$ cat src/rtl/ws2812_pkg.sv
// ---------------------------------------------------------------------------
// ws2812_pkg
// Shared definitions for the WS2812 frame controller:
//   ADDR_W    - width of the LED buffer pixel index
//   RGB_W     - width of one GRB pixel word
//   state_t   - frame controller state encoding
//   cnt_width - bits needed for a down/up counter holding 0..max_val
// ---------------------------------------------------------------------------
package ws2812_pkg;

   localparam int ADDR_W = 9;
   localparam int RGB_W  = 24;

   typedef enum logic [2:0] {
      ST_IDLE,
      ST_FETCH,
      ST_PRESENT,
      ST_DRAIN,
      ST_LATCH,
      ST_DONE
   } state_t;

   function automatic int cnt_width(input int max_val);
      return (max_val < 2) ? 1 : $clog2(max_val + 1);
   endfunction

endpackage

$ cat src/rtl/ws2812_latch_timer.sv
// ---------------------------------------------------------------------------
// ws2812_latch_timer
// Times the line-low latch interval. A load pulse arms the counter with
// CYCLES-1; it counts down once per clock and raises expire during the
// last cycle of the interval, then disarms itself.
// Ports:
//   clk    - sole clock, rising edge
//   rst_n  - asynchronous active-low reset
//   load   - start a new interval (issued in the cycle before the interval)
//   expire - high during the final cycle of the interval
// ---------------------------------------------------------------------------
module ws2812_latch_timer
   import ws2812_pkg::*;
#(
   parameter int CYCLES = 28000
) (
   input  logic clk,
   input  logic rst_n,
   input  logic load,
   output logic expire
);

   localparam int CNT_W = cnt_width(CYCLES);

   logic [CNT_W-1:0] cnt_reg;
   logic             run_reg;

   always_ff @(posedge clk or negedge rst_n) begin
      if (!rst_n) begin
         cnt_reg <= '0;
         run_reg <= 1'b0;
      end else if (load) begin
         cnt_reg <= CNT_W'(CYCLES - 1);
         run_reg <= 1'b1;
      end else if (run_reg) begin
         if (cnt_reg == '0) begin
            run_reg <= 1'b0;
         end else begin
            cnt_reg <= cnt_reg - CNT_W'(1);
         end
      end
   end

   assign expire = run_reg && (cnt_reg == '0);

endmodule

$ cat src/rtl/ws2812_frame_ctrl.sv
// ---------------------------------------------------------------------------
// ws2812_frame_ctrl
// Walks the LED buffer one pixel at a time, hands each pixel to the bit
// serializer, waits for the serializer to drain, then holds the line low for
// the latch interval and reports the end of the frame.
// Ports:
//   clk, rst_n         - clock (rising edge) and asynchronous active-low reset
//   start              - frame request, honoured only while idle
//   auto_refresh       - restart a new frame after each latch (sampled at end)
//   mem_read_en        - read request to LED buffer, held until mem_data_dv
//   mem_read_address   - pixel index being read
//   mem_rgb_data       - pixel word from LED buffer
//   mem_data_dv        - one-cycle valid for mem_rgb_data
//   pix_valid/pix_data - pixel offered to serializer (valid/ready)
//   pix_ready          - serializer accepts pixel
//   tx_idle            - serializer has shifted out everything
//   latch_active       - high during the latch interval
//   busy               - high whenever not idle
//   frame_done         - one-cycle pulse after the latch interval
//   rd_err             - sticky buffer read timeout flag (cleared by reset)
// All outputs are registers loaded from the next-state decode, so each output
// changes in the same cycle as the state it describes.
// ---------------------------------------------------------------------------
module ws2812_frame_ctrl
   import ws2812_pkg::*;
#(
   parameter int NUM_LEDS     = 300,
   parameter int LATCH_CYCLES = 28000,
   parameter int DV_TIMEOUT   = 16
) (
   input  logic              clk,
   input  logic              rst_n,
   input  logic              start,
   input  logic              auto_refresh,
   output logic              mem_read_en,
   output logic [ADDR_W-1:0] mem_read_address,
   input  logic [RGB_W-1:0]  mem_rgb_data,
   input  logic              mem_data_dv,
   output logic              pix_valid,
   output logic [RGB_W-1:0]  pix_data,
   input  logic              pix_ready,
   input  logic              tx_idle,
   output logic              latch_active,
   output logic              busy,
   output logic              frame_done,
   output logic              rd_err
);

   localparam int                DV_W     = cnt_width(DV_TIMEOUT);
   localparam logic [DV_W-1:0]   DV_LAST  = DV_W'(DV_TIMEOUT - 1);
   localparam logic [ADDR_W-1:0] LAST_IDX = ADDR_W'(NUM_LEDS - 1);

   state_t            state_reg, state_next;
   logic [ADDR_W-1:0] index_reg, index_next;
   logic [DV_W-1:0]   dv_cnt_reg, dv_cnt_next;
   logic              dv_timeout;
   logic              latch_load;
   logic              latch_expire;

   logic              mem_read_en_reg, mem_read_en_next;
   logic [ADDR_W-1:0] mem_read_address_reg, mem_read_address_next;
   logic              pix_valid_reg, pix_valid_next;
   logic [RGB_W-1:0]  pix_data_reg, pix_data_next;
   logic              latch_active_reg, latch_active_next;
   logic              busy_reg, busy_next;
   logic              frame_done_reg, frame_done_next;
   logic              rd_err_reg, rd_err_next;

   ws2812_latch_timer #(
      .CYCLES (LATCH_CYCLES)
   ) u_latch_timer (
      .clk    (clk),
      .rst_n  (rst_n),
      .load   (latch_load),
      .expire (latch_expire)
   );

   // State and output registers
   always_ff @(posedge clk or negedge rst_n) begin
      if (!rst_n) begin
         state_reg            <= ST_IDLE;
         index_reg            <= '0;
         dv_cnt_reg           <= '0;
         mem_read_en_reg      <= 1'b0;
         mem_read_address_reg <= '0;
         pix_valid_reg        <= 1'b0;
         pix_data_reg         <= '0;
         latch_active_reg     <= 1'b0;
         busy_reg             <= 1'b0;
         frame_done_reg       <= 1'b0;
         rd_err_reg           <= 1'b0;
      end else begin
         state_reg            <= state_next;
         index_reg            <= index_next;
         dv_cnt_reg           <= dv_cnt_next;
         mem_read_en_reg      <= mem_read_en_next;
         mem_read_address_reg <= mem_read_address_next;
         pix_valid_reg        <= pix_valid_next;
         pix_data_reg         <= pix_data_next;
         latch_active_reg     <= latch_active_next;
         busy_reg             <= busy_next;
         frame_done_reg       <= frame_done_next;
         rd_err_reg           <= rd_err_next;
      end
   end

   // Next-state decode
   always_comb begin
      state_next  = state_reg;
      index_next  = index_reg;
      dv_cnt_next = dv_cnt_reg;
      dv_timeout  = 1'b0;
      latch_load  = 1'b0;
      case (state_reg)
         ST_IDLE: begin
            if (start) begin
               state_next  = ST_FETCH;
               index_next  = '0;
               dv_cnt_next = '0;
            end
         end
         ST_FETCH: begin
            if (mem_data_dv) begin
               state_next  = ST_PRESENT;
               dv_cnt_next = '0;
            end else if (dv_cnt_reg == DV_LAST) begin
               // Buffer never answered: abort the frame but still latch
               dv_timeout  = 1'b1;
               state_next  = ST_DRAIN;
               index_next  = '0;
               dv_cnt_next = '0;
            end else begin
               dv_cnt_next = dv_cnt_reg + DV_W'(1);
            end
         end
         ST_PRESENT: begin
            if (pix_valid_reg && pix_ready) begin
               dv_cnt_next = '0;
               if (index_reg == LAST_IDX) begin
                  index_next = '0;
                  state_next = ST_DRAIN;
               end else begin
                  index_next = index_reg + ADDR_W'(1);
                  state_next = ST_FETCH;
               end
            end
         end
         ST_DRAIN: begin
            if (tx_idle) begin
               latch_load = 1'b1;
               state_next = ST_LATCH;
            end
         end
         ST_LATCH: begin
            if (latch_expire) begin
               state_next = ST_DONE;
            end
         end
         ST_DONE: begin
            index_next  = '0;
            dv_cnt_next = '0;
            state_next  = auto_refresh ? ST_FETCH : ST_IDLE;
         end
         default: begin
            state_next = ST_IDLE;
            index_next = '0;
         end
      endcase
   end

   // Output decode, evaluated on the state being entered
   always_comb begin
      mem_read_en_next      = (state_next == ST_FETCH);
      mem_read_address_next = index_next;
      pix_valid_next        = (state_next == ST_PRESENT);
      pix_data_next         = pix_data_reg;
      if ((state_reg == ST_FETCH) && mem_data_dv) begin
         pix_data_next = mem_rgb_data;
      end
      latch_active_next     = (state_next == ST_LATCH);
      busy_next             = (state_next != ST_IDLE);
      frame_done_next       = (state_next == ST_DONE);
      rd_err_next           = rd_err_reg | dv_timeout;
   end

   assign mem_read_en      = mem_read_en_reg;
   assign mem_read_address = mem_read_address_reg;
   assign pix_valid        = pix_valid_reg;
   assign pix_data         = pix_data_reg;
   assign latch_active     = latch_active_reg;
   assign busy             = busy_reg;
   assign frame_done       = frame_done_reg;
   assign rd_err           = rd_err_reg;

endmodule
$ cat config.mk
export PLATFORM = sky130hd
export DESIGN_NAME = ws2812_frame_ctrl
export DESIGN_NICKNAME = d
export VERILOG_FILES = /design/src/rtl/ws2812_pkg.sv /design/src/rtl/ws2812_latch_timer.sv /design/src/rtl/ws2812_frame_ctrl.sv
export SDC_FILE = /design/constraint.sdc
export NUM_CORES = 1
export LEC_CHECK = 0
export BUFFER_PORTS_ARGS = -buffer_cell sky130_fd_sc_hd__buf_4
export CORE_UTILIZATION = 35
export DETAILED_ROUTE_END_ITERATION = 6
export PLACE_DENSITY = 0.57
export SLEW_MARGIN = 20
export SYNTH_ARGS = -nofsm -noshare
export SYNTH_HDL_FRONTEND = slang
export SYNTH_HIERARCHICAL = 1
export SYNTH_SLANG_ARGS = --single-unit
$ cat constraint.sdc
create_clock -name clk -period 2.8 [get_ports clk]
set_input_delay 0.28 -clock clk [delete_from_list [all_inputs] [get_ports clk]]
set_output_delay 0.28 -clock clk [all_outputs]
set_load 0.01 [all_outputs]
==> flow_summary.ini <==
[run_status]
status = complete, no violations

[timing]
relSlewSlack_pct = 47.4
grt_setup_unrepaired = false
drv_slew = 0
skew_ps = 7.62
tightest_slew_ps = 789
setup_violations = 0
hold_slack_ps = 15.7
fin_setup_tns_ps = 0
final.period_utilization_pct = 79.2
hold_violations = 0
max_freq_mhz = 451
fin_crit_ps = 2220

[layout]
diodes = 0
post-route-cell-area_um2 = 3870
nFillCells = 797
layout-drive-gt1-share_pct = 28.0
area_growth_pct = 27.4
largest_register_ffs = 24
fin_nets = 379

[routing]
top_layer = met4
wl_um = 6330
drt_iter0_drc = 133
viasPerCell = 5.19
drc = 0
wl_met3_um = 309
wl_met2_um = 3040
via_count = 2360
dr.pass1.iters = 4
wl_met1_um = 2950
antenna_left = 0
wl_per_cell_um = 13.9

[cts]
clk_path_buf_depth = 2
cts_setup_buffers = 0
cts_num_sinks = 63
cts_resized = 0
cts_buffers = 9
cts_hold_buf = 0
h-tree-depth = 3
clk_pin_slew_ps = 70
clk-insertion-delay-late_ps = 330
tritoncts = yes
cts-root-buf = clkbuf_8

[worst_setup_path]
crit_type = reg2reg
cp-end-kind = register
crit_required_ps = 3020
crit_start = u_latch_timer/cnt_reg[5]
crit_path_start_kind = register
path_max_fanout = 6
timing.rr.start = u_latch_timer/cnt_reg[5]
worstPathArrival_ps = 2440
worstRegToRegCells = 7

[floorplanning]
dieArea_um2 = 9050
start_util_pct = 36.6
core_um2 = 8300
die_width_um = 95.1
die_h_um = 95.1
fp-row-count = 33
num_io_pins = 70

[global_route]
grt_pass1_vias = 2253
overflow = 0
grt_pass1_wl_um = 10800
antenna_found_initial = 0
grt_max_degree = 64
grtUsageTotal_pct = 15.6

[power_and_ir_drop]
p_int_mw = 2.41
peakVddDrop_mv = 0.411
powerDensity_nw_per_um2 = 954
power.share.switching_pct = 34.6
combPwrFrac_pct = 36.5
p_seq_share_pct = 40.5
p_leak_nw = 1.69
p_switching_mw = 1.28
p_clk_share_pct = 22.9
total_power_mw = 3.69

[synthesis]
yosysUniqueCellTypes = 57
ys.flop_type = dfrtp_1
syn_avg_cell_area_um2 = 11.2
postSynthCellCount = 270
async_reset_ff_share_pct = 100
yosysSeqAreaShare_pct = 51.9
ys_ff_latch = 63
synth_nets = 304
yosysWarningCount = 6
netlist_area_um2 = 3040
synth_edf_count = 0

[placement]
hpwl_um = 4480
place_area_um2 = 3650
io_buffers = 69
gp_congestion = 0.776

[run]
cap_violations = 0

[worst_hold_path]
hold_path.class = in2async
[power by group through the flow]
stage / clock network [mW] / logic [mW] / registers, mW
6_report: 0.845 / 1.35 / 1.50
5_1_grt: 0.919 / 1.51 / 1.55
4_1_cts: 0.872 / 1.37 / 1.50
3_5_place_dp: 0 / 1.37 / 1.51
3_3_place_gp: 0 / 1.36 / 1.50
2_1_floorplan: 0 / 0.767 / 1.55
[worst max-delay path, cell delays in order (launching register included)]
cell      delay, ps
dfrtp_1         410
nor4_1          560
nand4_1         340
nor3_1          300
nand3b_1        110
nand2_1          80
o22ai_1         110
and2_1          190
[synth_stat cells, types with 3 or more instances]
cell type   n  area [µm²]
and3_1      5        31.3
nand3_1    13        65.1
nor4_1      5        31.3
o22ai_1     4        25.0
mux2_1     25         282
a21oi_1     5        25.0
nor2_1      8        30.0
o21ai_1     3        15.0
inv_1       8        30.0
nor2b_1     4        25.0
and2_1      3        18.8
nor3_1      5        25.0
ha_1        3        37.5
o211ai_1    5        37.5
nand2b_1    9        56.3
o31ai_1     6        45.0
o2bb2ai_1   4        35.0
mux2i_1     3        30.0
or3_1       7        43.8
nand4b_1    3        26.3
dfrtp_1    63        1580
o21ai_0    13        65.1
buf_2       3        15.0
nand3b_1    3        22.5
nand2_1    15        56.3
or4_1       4        30.0
[logic make-up (layout without fill, tap and decap cells)]
logic type                 after synthesis  count (layout)  share of synthesized area, %
adders and majority gates                3               3                          1.24
and+or+nand+nor                        100             100                          20.5
xor gates and xnor gates                 1               1                         0.289
muxes                                   29              29                          10.6
AOI/OAI and AO/OA                       57              57                          12.7
buffers and inverters                   17              97                          2.72
DFF                                     63              63                          51.9
[cells in the final DEF, fill, tap and decap left out, types with 8 or more instances in the layout]
cell	n
nor2_1	8
nand2b_1	9
mux2_1	25
buf_4	71
inv_1	8
nand3_1	13
clkbuf_8	9
nand2_1	15
o21ai_0	13
dfrtp_1	63
[cell type report]
type | instances | area [µm²] | area share (%)
clock buffer | 9 | 124 | 3.20
clock inverter | 7 | 87.6 | 2.27
inverter | 10 | 37.5 | 0.971
multi-input combinational | 190 | 1380 | 35.6
sequential | 63 | 1580 | 40.8
tap | 105 | 131 | 3.40
timing repair buffer | 71 | 533 | 13.8
[path summary, 6_finish.rpt]
path | slack, ps | to
setup / recovery | 580 | pix_valid
max in group asynchronous | 2260 | pix_data[7]
hold / removal | 20 | mem_read_address[8]
setup reg to reg | 580 | pix_valid
min in group clk | 160 | pix_data[23]
hold reg to reg | 470 | rd_err
[routing by layer]
| metal | global-route usage [%] | vias up |
|---|---|---|
| met3 | 5.42 | 3 |
| met4 | 4.55 | 0 |
| met1 | 20.2 | 1133 |
| met2 | 24.6 | 53 |
| met5 | 0 | - |
| li1 | - | 1171 |
[through the flow]
step	setup WS (ps)	utilization [%]	std cells
2_1_floorplan	883	-	270
3_3_place_gp	688	44.0	439
3_5_place_dp	571	44.0	439
4_1_cts	559	46.6	455
5_1_grt	324	46.6	455
6_report	582	46.6	455
No activity file was read; power rests on OpenSTA's default activity.
